$ cat config.mk
export PLATFORM = sky130hd
export DESIGN_NAME = atomik_finance_trading_price_tick
export DESIGN_NICKNAME = d
export VERILOG_FILES = /design/src/rtl/atomik_finance_trading_price_tick.sv
export SDC_FILE = /design/constraint.sdc
export NUM_CORES = 1
export LEC_CHECK = 0
export ABC_AREA = 1
export ABC_CLOCK_PERIOD_IN_PS = 3500
export CAP_MARGIN = 20
export CORE_MARGIN = 4
export CORE_UTILIZATION = 58
export DETAILED_ROUTE_END_ITERATION = 16
export PLACE_DENSITY = 0.89
export REMOVE_ABC_BUFFERS = 1
export SETUP_SLACK_MARGIN = 0.2
export SLEW_MARGIN = 20
export SYNTH_ARGS = -nofsm -noshare
export SYNTH_HDL_FRONTEND = slang
export SYNTH_SLANG_ARGS = --single-unit
$ cat constraint.sdc
create_clock -name clk -period 3.5 [get_ports clk]
set_input_delay 0.7 -clock clk [delete_from_list [all_inputs] [get_ports clk]]
set_output_delay 0.7 -clock clk [all_outputs]
set_load 0.05 [all_outputs]
$ cat src/rtl/atomik_finance_trading_price_tick.sv
// Delta-state accumulator for price ticks: committed base XOR an accumulator of deltas, with undo.
// Define ATOMIK_HISTORY_EN for a HISTORY_DEPTH-deep undo LIFO; otherwise only the last delta can be undone.
module atomik_finance_trading_price_tick #(
  parameter int DATA_WIDTH    = 64,
  parameter int HISTORY_DEPTH = 8
) (
  input  logic                  clk,
  input  logic                  rst_n,
  input  logic                  load_en,
  input  logic                  accumulate_en,
  input  logic                  read_en,
  input  logic                  rollback_en,
  input  logic [DATA_WIDTH-1:0] data_in,
  output logic [DATA_WIDTH-1:0] data_out,
  output logic                  accumulator_zero
);

  if (HISTORY_DEPTH < 2 || (HISTORY_DEPTH & (HISTORY_DEPTH - 1)) != 0) begin : g_bad_history_depth
    $error("HISTORY_DEPTH must be a power of two >= 2");
  end

  // Commands are level enables sampled each rising edge; at most one executes, by fixed priority.
  typedef enum logic [2:0] {
    CMD_IDLE,
    CMD_LOAD,
    CMD_ROLLBACK,
    CMD_ACCUM,
    CMD_READ
  } cmd_t;

  cmd_t                  cmd;
  logic [DATA_WIDTH-1:0] base;
  logic [DATA_WIDTH-1:0] acc;
  logic [DATA_WIDTH-1:0] undo_delta;
  logic                  undo_ok;

  always_comb begin
    cmd = CMD_IDLE;
    if (load_en)            cmd = CMD_LOAD;
    else if (rollback_en)   cmd = CMD_ROLLBACK;
    else if (accumulate_en) cmd = CMD_ACCUM;
    else if (read_en)       cmd = CMD_READ;
  end

  always_ff @(posedge clk or negedge rst_n) begin
    if (!rst_n) begin
      base     <= '0;
      acc      <= '0;
      data_out <= '0;
    end else begin
      case (cmd)
        CMD_LOAD: begin
          base <= data_in;
          acc  <= '0;
        end
        CMD_ROLLBACK: begin
          if (undo_ok) acc <= acc ^ undo_delta;
        end
        CMD_ACCUM: acc <= acc ^ data_in;
        CMD_READ: begin
          // Commit: the published state becomes the new base.
          data_out <= base ^ acc;
          base     <= base ^ acc;
          acc      <= '0;
        end
        default: ;
      endcase
    end
  end

  assign accumulator_zero = (acc == '0);

`ifdef ATOMIK_HISTORY_EN
  localparam int PTR_W = $clog2(HISTORY_DEPTH);
  localparam int CNT_W = $clog2(HISTORY_DEPTH + 1);

  logic [DATA_WIDTH-1:0] hist [HISTORY_DEPTH];
  logic [PTR_W-1:0]      wr_ptr;
  logic [PTR_W-1:0]      top_ptr;
  logic [CNT_W-1:0]      count;

  assign top_ptr    = wr_ptr - 1'b1;
  assign undo_ok    = (count != '0);
  assign undo_delta = hist[top_ptr];

  // Ring buffer: pushing while full overwrites the oldest slot, count saturates.
  always_ff @(posedge clk or negedge rst_n) begin
    if (!rst_n) begin
      wr_ptr <= '0;
      count  <= '0;
    end else begin
      case (cmd)
        CMD_LOAD, CMD_READ: begin
          wr_ptr <= '0;
          count  <= '0;
        end
        CMD_ROLLBACK: begin
          if (undo_ok) begin
            wr_ptr <= top_ptr;
            count  <= count - 1'b1;
          end
        end
        CMD_ACCUM: begin
          wr_ptr <= wr_ptr + 1'b1;
          if (count != CNT_W'(HISTORY_DEPTH)) count <= count + 1'b1;
        end
        default: ;
      endcase
    end
  end

  // Slot contents only matter while counted, so storage needs no reset.
  always_ff @(posedge clk) begin
    if (cmd == CMD_ACCUM) hist[wr_ptr] <= data_in;
  end
`else
  logic [DATA_WIDTH-1:0] last_delta;
  logic                  last_valid;

  assign undo_ok    = last_valid;
  assign undo_delta = last_delta;

  always_ff @(posedge clk or negedge rst_n) begin
    if (!rst_n) begin
      last_delta <= '0;
      last_valid <= 1'b0;
    end else begin
      case (cmd)
        CMD_LOAD, CMD_READ, CMD_ROLLBACK: last_valid <= 1'b0;
        CMD_ACCUM: begin
          last_delta <= data_in;
          last_valid <= 1'b1;
        end
        default: ;
      endcase
    end
  end
`endif

endmodule

---- Word-level counts from Yosys, hierarchy flattened ----
Index checks and enable logic that the tools add are counted.
storage, ports and cells
  bits in registers ....................... 257
  input bits .............................. 70
cells by class
  bitwise logic cells ..................... 3
  multiplexer cells ....................... 8
  equal/unequal tests ..................... 5
  reductions and logical operators ........ 7
operators by type and width
  operator              count
  $pmux W64 S3          1
  $xor A64 B64 Y64      3
  $pmux W64 S2          1
  $logic_not A64 Y1     1
  $mux W64              1
  $mux W3               4
  $eq A3 B2 Y1 const B  2
  $reduce_bool A2 Y1    2
  $eq A3 B1 Y1 const B  1
  $eq A3 B3 Y1 const B  1
  $reduce_bool A3 Y1    1
  $reduce_or A3 Y1      1
  $ne A2 B2 Y1 const B  1
  $pmux W1 S2           1
  $reduce_and A2 Y1     1
  $reduce_or A2 Y1      1

---- Logic depth before layout (Yosys ltp) ----
Gate-level depths: netlist of the first run.
  depth after elaboration ................. 8
  mapped depth ............................ 9
  depth with buffers taken out ............ 7

---- Least setup slack after synthesis of the first run ----
Ideal clock, no wire load.
  path type ............................... reg2out
  start ................................... register acc[56]
  end ..................................... output port accumulator_zero
  arrival time ............................ 1.390 ns
  data required time ...................... 2.800 ns
  slack ................................... 1.410 ns
  cell stages (with the launch flop) ...... 6
  cells stage by stage .................... dfrtp_1 > nor2_1 > nand4_1 > nor2_1 > nand2_1 > nor2_1
between the ends
  cells in the longest elaborated chain, start to end .. 1
ends and longest elaborated chain
  item                    RTL line  RTL
  start, declared         33        logic [DATA_WIDTH-1:0] acc;
  start signal, assigned  57        if (undo_ok) acc <= acc ^ undo_delta;
  start signal, assigned  59        CMD_ACCUM: acc <= acc ^ data_in;
  $logic_not A64 Y1       71        assign accumulator_zero = (acc == '0);
  end, declared           15        output logic accumulator_zero
Every way passes these cells.

---- Worst setup path after layout of the first run ----
  start ................................... register acc[21]
  end ..................................... output port accumulator_zero
The elaborated chain is that of the path after synthesis.

==> impl_metrics.json, run 1 <==
{
  "num_vias": 9399,
  "met2WireLength_um": 13800,
  "layout-drive-gt1-share": 0.0515,
  "first_iter_violations": 864,
  "rsz0062_at_grt": "no",
  "ant_nets": 0,
  "area_growth_pct": 21.1,
  "status": "finished clean",
  "end_kind": "output pin",
  "diodes": 0,
  "layout.cells.non_filler": 1652,
  "power.density_mw_per_mm2": 659,
  "start_util": 0.593,
  "critPathMaxFanout": 4,
  "slew_viol_final": 0,
  "wl_met3_um": 2280,
  "die_w_um": 147,
  "finalNetCount": 1468,
  "wirelength_um": 28100,
  "period_minus_slack_ns": 3.06,
  "worst_slack_ns": 0.437,
  "worst_pin_slew_ns": 0.855,
  "cts_buffer_depth": 3,
  "max_freq_mhz": 326,
  "cts_tree": "done",
  "cts_inserted_buffers": 26,
  "final_util": 0.718,
  "rows": 50,
  "post-route-period-util": 0.875,
  "core_mm2": 0.0188,
  "wl_met1_um": 11400,
  "setup_viol": 0,
  "dp.cells": 1604,
  "post_cts_buffers": 0,
  "syn_inst": 1287,
  "routabilityCongestion": 0.786,
  "grt_pass1_wl_um": 46600,
  "finalPower_uw": 8880,
  "grt_pass1_vias": 9483,
  "pin_count": 135,
  "ys_types": 19,
  "synth-seq-area-share": 0.578,
  "htreeDepth": 1,
  "viasPerCell": 5.69,
  "whs_ns": 0.133,
  "worstSetupStartpoint": "acc[21]$_DFFE_PN0P_",
  "critPathKind": "register to output pin",
  "cp_data_arrival_time_ns": 2.36,
  "seqCellArea_mm2": 0.00643,
  "highest_layer": "met4",
  "ys_seq_elements": 257,
  "wire_per_inst_um": 17.0,
  "relSlewSlack": 0.430,
  "synth_area_per_cell_um2": 8.65,
  "grt_max_degree": 77,
  "hold_viol": 0,
  "dr.pass1.iters": 6,
  "drc": 0,
  "cts_sinks": 257,
  "clkLatencyLatePin_ns": 0.53,
  "fillers": 1390,
  "antenna_found_initial": 0,
  "root_buffer": "clkbuf_16",
  "syn_area_mm2": 0.0111,
  "r2r_start": "last_valid$_DFFE_PN0P_",
  "numPortBuffers": 134,
  "worst_ep_required_time_ns": 2.80,
  "multi_input_area_mm2": 0.00430,
  "yosys_warnings": 0,
  "grt_use_total": 0.263,
  "gr-total-overflow": 0,
  "p_leak_uw": 0.00677,
  "cts.hold.buffers_added": 0,
  "hp-class": "input pin to asynchronous set/reset pin",
  "dpl_worst_slack_ns": 0.671,
  "fin_worst_skew_ns": 0.0121,
  "cap_violations": 0,
  "die-area_mm2": 0.0215,
  "irDropWorstVdd_mv": 0.475,
  "dp_hpwl_um": 17300,
  "die_height_um": 147,
  "path_clk_slew_ns": 0.06,
  "startpoint_type": "register"
}
==> layout by cell type, fill, tap and decap left out <==
master	Yosys	final
inv_1	3	3
o21ai_0	2	2
nand3_1	169	168
xor2_1	64	64
inv_2	3	1
clkbuf_8	0	4
clkinvlp_4	0	2
a31oi_1	25	25
a21oi_1	64	64
nor2_1	128	127
dlygate4sd2_1	0	1
buf_4	11	16
nand2_2	1	2
o21ai_1	1	1
clkinv_2	1	8
buf_12	0	4
nand2_1	490	489
bufinv_16	0	3
clkbuf_16	0	27
nand3_4	0	1
inv_4	0	1
clkbuf_1	10	6
buf_2	42	2
nor2_4	0	1
buf_8	0	1
nand4_1	8	8
dfrtp_1	257	257
clkdlybuf4s50_1	0	130
==> routing by layer <==
layer | global-route usage | vias to the layer above
met1 | 0.351 | 4556
met3 | 0.0456 | 64
li1 | - | 4377
met5 | 0 | -
met2 | 0.441 | 402
met4 | 0.0842 | 0
==> worst max-delay path: stages, from the launching register on <==
cell           delay [ns]
dfrtp_1              0.42
nor2_1               0.15
nand4_1              0.12
nor2_1               0.24
nand2_1              0.08
nor2_1               0.25
dlygate4sd2_1        0.57
==> Yosys cell counts <==
cell type | n | area (µm²)
clkinv_2 | 1 | 5.00
nand4_1 | 8 | 50.1
dfrtp_1 | 257 | 6430
xor2_1 | 64 | 561
o21ai_0 | 2 | 10.0
inv_2 | 3 | 11.3
nand3_1 | 169 | 846
o21ai_1 | 1 | 5.00
clkbuf_1 | 10 | 37.5
nand2_2 | 1 | 6.26
a21oi_1 | 64 | 320
nand2_1 | 490 | 1840
buf_6 | 5 | 56.3
a31oi_1 | 25 | 156
buf_1 | 3 | 11.3
inv_1 | 3 | 11.3
buf_2 | 42 | 210
buf_4 | 11 | 82.6
nor2_1 | 128 | 480
==> state kept, by name, summed over array words and instances (netlist names) <==
name / count
data_out: 64
base: 64
last_valid: 1
last_delta: 64
acc: 64
==> final timing paths <==
check / end / slack, ns / cells after the start
hold reg to reg: data_out[0]$_DFFE_PN0N_ / 0.48 / 2
min in group clk: data_out[0]$_DFFE_PN0N_ / 0.48 / 2
setup / recovery: accumulator_zero / 0.44 / 6
hold / removal: base[37]$_DFFE_PN0N_ / 0.13 / 1
max in group asynchronous: acc[54]$_DFFE_PN0P_ / 2.38 / 2
setup reg to reg: acc[3]$_DFFE_PN0P_ / 1.77 / 8
==> power breakdown <==
group	internal [µW]	total [µW]	switching, µW	leakage, µW
clock	1720	2860	1140	0.000435
sequential	3450	3780	326	0.00322
combinational	775	2230	1460	0.00311
==> metrics by stage <==
stage	cell area, µm²	TNS, ns
after floorplan	10700	-270.77
after global placement	12600	0
after detailed placement	12600	0
after CTS	13500	0
after global routing	13500	0
final	13500	0
==> logic make-up after synthesis <==
family,share of synthesized area
xor gates and xnor gates,0.0504
AOI/OAI and AO/OA,0.0442
DFF,0.578
buffers and inverters,0.0382
and+or+nand+nor,0.289
==> final cells by class <==
type / instances / area share
Tap cell: 234 / 0.0217
Timing Repair Buffer: 154 / 0.114
Clock buffer: 37 / 0.0559
Multi-Input combinational cell: 952 / 0.319
Inverter: 7 / 0.00232
Clock inverter: 11 / 0.0100
Sequential cell: 257 / 0.477
==> timing repair <==
action | 4_1_cts | 5_1_grt
hold endpoints to repair | 0 | 0
setup endpoints to repair | 1 | 0
gates resized for setup | 1 | 0
No activity file was read; power rests on OpenSTA's default activity.
==> run 2: changes to the inputs <==
--- a/config.mk
+++ b/config.mk
@@ -11,9 +11,8 @@
 export CORE_MARGIN = 4
 export CORE_UTILIZATION = 58
 export DETAILED_ROUTE_END_ITERATION = 16
-export PLACE_DENSITY = 0.89
+export PLACE_DENSITY = 0.8
 export REMOVE_ABC_BUFFERS = 1
-export SETUP_SLACK_MARGIN = 0.2
 export SLEW_MARGIN = 20
 export SYNTH_ARGS = -nofsm -noshare
 export SYNTH_HDL_FRONTEND = slang
==> run 2 against run 1 <==
Global-route usage fell by 0.36 points. Sequential share of layout area increased by 0.080 points. Utilization decreased by 0.12 points. Combinational power barely moved. Worst setup slack lost 0.17 ns. Clock skew is 0.0039 ns lower. Clock-buffer cell count rose by 3. Die area stayed put. Sequential cell count unchanged. Largest power group unchanged. Highest routed layer is now met5.
==> impl_metrics.json, run 2 (synthesized netlist as in run 1, its figures left out) <==
{
  "cpPeakStageDelay_ns": 0.84,
  "first_iter_violations": 653,
  "slowest_stage": "clkdlybuf4s50_1",
  "pin_count": 135,
  "worst_ep_required_time_ns": 2.80,
  "core_mm2": 0.0188,
  "max_freq_mhz": 309,
  "irDropWorstVdd_mv": 0.483,
  "start_util": 0.593,
  "dp.cells": 1602,
  "post-route-period-util": 0.924,
  "post_cts_buffers": 0,
  "path_buf_inv": 1,
  "cp_cell_sequence": "nor2_1 -> nand4_1 -> nor2_1 -> nand2_1 -> nor2_1 -> clkdlybuf4s50_1",
  "ant_nets": 0,
  "clkLatencyLatePin_ns": 0.53,
  "end_kind": "output pin",
  "grt_pass1_vias": 9168,
  "viasPerCell": 5.58,
  "cap_violations": 0,
  "cpMostUsedCell": "nor2_1",
  "finalNetCount": 1467,
  "relSlewSlack": 0.407,
  "period_minus_slack_ns": 3.23,
  "status": "finished clean",
  "area_growth_pct": 20.9,
  "gr-total-overflow": 0,
  "cts_buffer_depth": 3,
  "die_w_um": 147,
  "tns_ns": 0,
  "power.density_mw_per_mm2": 650,
  "setup_viol": 0,
  "diodes": 0,
  "routabilityCongestion": 0.791,
  "fin_worst_skew_ns": 0.00820,
  "drc": 0,
  "critPathKind": "register to output pin",
  "mostFrequentLayoutCells": "489 x nand2_1, 257 x dfrtp_1, 168 x nand3_1, 131 x clkdlybuf4s50_1, 127 x nor2_1",
  "cts_inserted_buffers": 27,
  "die_height_um": 147,
  "final_common_cell": "nand2_1",
  "worst_pin_slew_ns": 0.889,
  "grt_max_degree": 96,
  "hold_viol": 0,
  "multi_input_area_mm2": 0.00430,
  "critical_path.top_delay_family": "buffers and inverters",
  "wire_per_inst_um": 16.7,
  "dp_hpwl_um": 16600,
  "htreeDepth": 1,
  "fillers": 1474,
  "critPathMaxFanout": 4,
  "p_leak_uw": 0.00676,
  "rows": 50,
  "layout.cells.non_filler": 1648,
  "cts_sinks": 257,
  "grt_pass1_wl_um": 46000,
  "startpoint_type": "register",
  "dr.pass1.iters": 5,
  "path_clk_slew_ns": 0.06,
  "die-area_mm2": 0.0215,
  "seqCellArea_mm2": 0.00643,
  "grt_use_total": 0.259,
  "num_vias": 9198,
  "slew_viol_final": 0,
  "cp_data_arrival_time_ns": 2.53,
  "final_util": 0.717,
  "rsz0062_at_grt": "no",
  "antenna_found_initial": 1,
  "wirelength_um": 27500,
  "finalPower_uw": 8750,
  "cts_tree": "done",
  "cts_resized": 0,
  "layout-drive-gt1-share": 0.0502,
  "numPortBuffers": 134,
  "root_buffer": "clkbuf_16",
  "hp-class": "input pin to asynchronous set/reset pin",
  "cts.hold.buffers_added": 0
}
-- run 2: routing by layer --
| layer | global-route usage | part of all wire | vias to the layer above |
|---|---|---|---|
| li1 | - | - | 4385 |
| met1 | 0.371 | 0.44 | 4446 |
| met2 | 0.412 | 0.47 | 307 |
| met3 | 0.0450 | 0.065 | 58 |
| met4 | 0.0743 | 0.028 | 2 |
| met5 | 0 | 0.00047 | - |
-- run 2: final timing paths --
kind / start / endpoint / slack [ns] / depth (start not counted)
hold reg to reg: data_out[36]$_DFFE_PN0N_ / data_out[36]$_DFFE_PN0N_ / 0.47 / 2
hold / removal: rst_n / base[42]$_DFFE_PN0N_ / 0.19 / 1
setup / recovery: acc[2]$_DFFE_PN0P_ / accumulator_zero / 0.27 / 6
min in group clk: data_out[36]$_DFFE_PN0N_ / data_out[36]$_DFFE_PN0N_ / 0.47 / 2
setup reg to reg: last_valid$_DFFE_PN0P_ / acc[8]$_DFFE_PN0P_ / 1.83 / 8
max in group asynchronous: rst_n / data_out[11]$_DFFE_PN0N_ / 2.37 / 2
-- run 2: final cells by class --
class / instances / area share
clock inverters: 6 / 0.00298
multi-input cells: 952 / 0.319
flip-flops and latches: 257 / 0.478
repair buffers: 152 / 0.115
well taps: 234 / 0.0218
clock buffers: 40 / 0.0605
inverters: 7 / 0.00233
-- run 2: power breakdown --
group / internal (µW) / switching, µW / total [µW]
Sequential: 3460 / 326 / 3780
Combinational: 777 / 1440 / 2220
Clock: 1600 / 1150 / 2750
Total: 5830 / 2920 / 8750
-- run 2: metrics by stage --
| step | setup WS (ns) | hold WS (ns) | instance area (µm²) |
|---|---|---|---|
| after detailed placement | 0.605 | 0.464 | 12600 |
| final | 0.268 | 0.195 | 13500 |
| after global placement | 0.688 | 0.463 | 12600 |
| after floorplan | -1.44 | 0.404 | 10700 |
| after global routing | 0.188 | 0.243 | 13500 |
| after CTS | 0.254 | 0.228 | 13500 |
==> run 3: changes to the inputs <==
--- a/config.mk
+++ b/config.mk
@@ -5,13 +5,12 @@
 export SDC_FILE = /design/constraint.sdc
 export NUM_CORES = 1
 export LEC_CHECK = 0
-export ABC_AREA = 1
 export ABC_CLOCK_PERIOD_IN_PS = 3500
 export CAP_MARGIN = 20
 export CORE_MARGIN = 4
 export CORE_UTILIZATION = 58
 export DETAILED_ROUTE_END_ITERATION = 16
-export PLACE_DENSITY = 0.8
+export PLACE_DENSITY = 0.79
 export REMOVE_ABC_BUFFERS = 1
 export SLEW_MARGIN = 20
 export SYNTH_ARGS = -nofsm -noshare
==> constraint.sdc (replaced) <==
create_clock -name clk -period 3.5 [get_ports clk]
set_input_delay 0.35 -clock clk [delete_from_list [all_inputs] [get_ports clk]]
set_output_delay 0.35 -clock clk [all_outputs]
set_load 0.05 [all_outputs]
==> run 3 against run 2 <==
Total power increased by 4.3%. Clock-buffer cell count unchanged. Cell count decreased by 10%. Wire length down 7.4%. Utilization rose by 0.10 points. Via count fell by 7.1%. Critical path type unchanged. Highest routed layer is now met4.
==> impl_metrics.json, run 3 <==
{
  "p_switching_uw": 2930,
  "synth_edf_count": 0,
  "cpPeakStageDelay_ns": 0.91,
  "area_growth_pct": 21.2,
  "multi_input_area_mm2": 0.00456,
  "wirelength_um": 25400,
  "cts_inserted_buffers": 26,
  "num_vias": 8547,
  "status": "finished clean",
  "cts_tree": "done",
  "die_w_um": 149,
  "hp-class": "input pin to asynchronous set/reset pin",
  "grt_pass1_wl_um": 42500,
  "cts_resized": 0,
  "synth_area_per_cell_um2": 10.6,
  "numPortBuffers": 134,
  "critPathMaxFanout": 6,
  "diodes": 0,
  "grt_max_degree": 207,
  "setup_viol": 0,
  "synth_area_leaders": "dfrtp_1 56%, o21ai_0 6.6%, mux2i_1 5.5%",
  "die_height_um": 149,
  "pin_count": 135,
  "drc": 0,
  "relSlewSlack": 0.380,
  "max_freq_mhz": 316,
  "critPathKind": "register to output pin",
  "worst_ep_required_time_ns": 3.15,
  "viasPerCell": 5.79,
  "first_iter_violations": 573,
  "slew_viol_final": 0,
  "routabilityCongestion": 0.754,
  "grt_pass1_vias": 8617,
  "postLayoutCellArea_mm2": 0.0140,
  "cp_data_arrival_time_ns": 2.81,
  "dr.pass1.iters": 5,
  "path_clk_slew_ns": 0.06,
  "start_util": 0.592,
  "synthFlopType": "dfrtp_1",
  "slowest_stage": "clkdlybuf4s50_1",
  "mostFrequentLayoutCells": "257 x dfrtp_1, 152 x o21ai_0, 132 x clkdlybuf4s50_1, 90 x a21oi_1",
  "seqCellArea_mm2": 0.00643,
  "synth-seq-area-share": 0.556,
  "pwr-share-clk": 0.318,
  "startpoint_type": "register",
  "pwr-share-comb": 0.257,
  "wire_per_inst_um": 17.2,
  "syn_area_mm2": 0.0116,
  "antenna_found_initial": 0,
  "cpMostUsedCell": "nor4_1",
  "fillers": 1404,
  "cp_cell_sequence": "nor4_1 -> nand4_1 -> nor4_1 -> clkdlybuf4s50_1",
  "synth_most_common_cell": "dfrtp_1",
  "syn_inst": 1087,
  "grt_use_total": 0.231,
  "clkLatencyLatePin_ns": 0.51,
  "end_kind": "output pin",
  "htreeDepth": 1,
  "layout-drive-gt1-share": 0.0504,
  "irDropWorstVdd_mv": 0.413,
  "cts_buffer_depth": 3,
  "hold_viol": 0,
  "synthArstFlopShare": 1.00,
  "core_mm2": 0.0195,
  "root_buffer": "clkbuf_16",
  "rsz0062_at_grt": "no",
  "p_int_uw": 6200,
  "ys_seq_elements": 257,
  "fin_worst_skew_ns": 0.00740,
  "ys_types": 24,
  "worst_pin_slew_ns": 0.930,
  "cts.hold.buffers_added": 1,
  "post_cts_buffers": 0,
  "p_leak_uw": 0.00582,
  "cts_sinks": 257,
  "path_buf_inv": 1,
  "yosysTopAreaCellShare": 0.556,
  "place_area_mm2": 0.0131,
  "whs_ns": 0.466,
  "cap_violations": 0,
  "seqPwrFrac": 0.425,
  "finalNetCount": 1263,
  "rows": 51,
  "ant_nets": 0,
  "post-route-period-util": 0.904,
  "dp_hpwl_um": 15600,
  "die-area_mm2": 0.0223,
  "p_sw_frac": 0.321,
  "power.density_mw_per_mm2": 651,
  "critical_path.top_delay_family": "simple AND/OR/NAND/NOR gates",
  "gr-total-overflow": 0,
  "period_minus_slack_ns": 3.16,
  "post-synth-top-area-cell": "dfrtp_1",
  "final_common_cell": "dfrtp_1",
  "synth_commonest_cells": "257 x dfrtp_1, 152 x o21ai_0, 91 x a21oi_1",
  "yosys_warnings": 0
}
[run 3: per-stage QoR]
step | util | std cells | TNS (ns) | power (µW) | worst slack, ns
final | 0.718 | 1476 | 0 | 9120 | 0.336
after global routing | 0.718 | 1476 | 0 | 9580 | 0.169
after CTS | 0.718 | 1476 | 0 | 9210 | 0.277
after detailed placement | 0.671 | 1429 | 0 | 6280 | 0.826
after global placement | 0.671 | 1429 | 0 | 6190 | 0.852
after floorplan | - | 1017 | -778.51 | 5420 | -5.06
[run 3: routing by layer]
metal  global-route usage  up-vias  share of wire
met5                    0        -              0
met4               0.0650        0          0.023
met3               0.0365       39          0.053
met2                0.372      204           0.48
met1                0.331     4239           0.44
li1                     -     4065              -
[run 3: path summary, 6_finish.rpt]
kind | startpoint | depth (start not counted) | endpoint | slack (ns)
setup / recovery | acc[42]$_DFFE_PN0P_ | 4 | accumulator_zero | 0.34
hold / removal | rst_n | 2 | base[50]$_DFFE_PN0N_ | 0.47
setup reg to reg | last_valid$_DFFE_PN0P_ | 5 | acc[10]$_DFFE_PN0P_ | 1.91
hold reg to reg | data_out[46]$_DFFE_PN0N_ | 2 | data_out[46]$_DFFE_PN0N_ | 0.48
max in group asynchronous | rst_n | 3 | data_out[9]$_DFFE_PN0N_ | 2.12
min in group clk | data_in[37] | 3 | base[37]$_DFFE_PN0N_ | 0.47
[run 3: area by class of cell]
cell class	instances	share of cell area
repair buffers	148	0.110
clock buffers	40	0.0574
inverters	65	0.0174
clock inverters	6	0.00750
well taps	265	0.0237
flip-flops and latches	257	0.459
multi-input cells	695	0.326
[run 3: cells by family after synthesis]
logic type	after synthesis	synth area share
AND/OR/NAND/NOR	245	0.124
flip-flops	257	0.556
multiplexers	64	0.0554
AO/OA/AOI/OAI	322	0.164
buffers and inverters	135	0.0520
XOR/XNOR	64	0.0485
[run 3: power by group through the flow]
stage	Combinational, µW	Clock [µW]	Sequential, µW
after global routing	2530	3090	3960
after global placement	2290	0	3900
after CTS	2370	2960	3880
final	2340	2900	3880
after floorplan	858	0	4560
after detailed placement	2350	0	3930
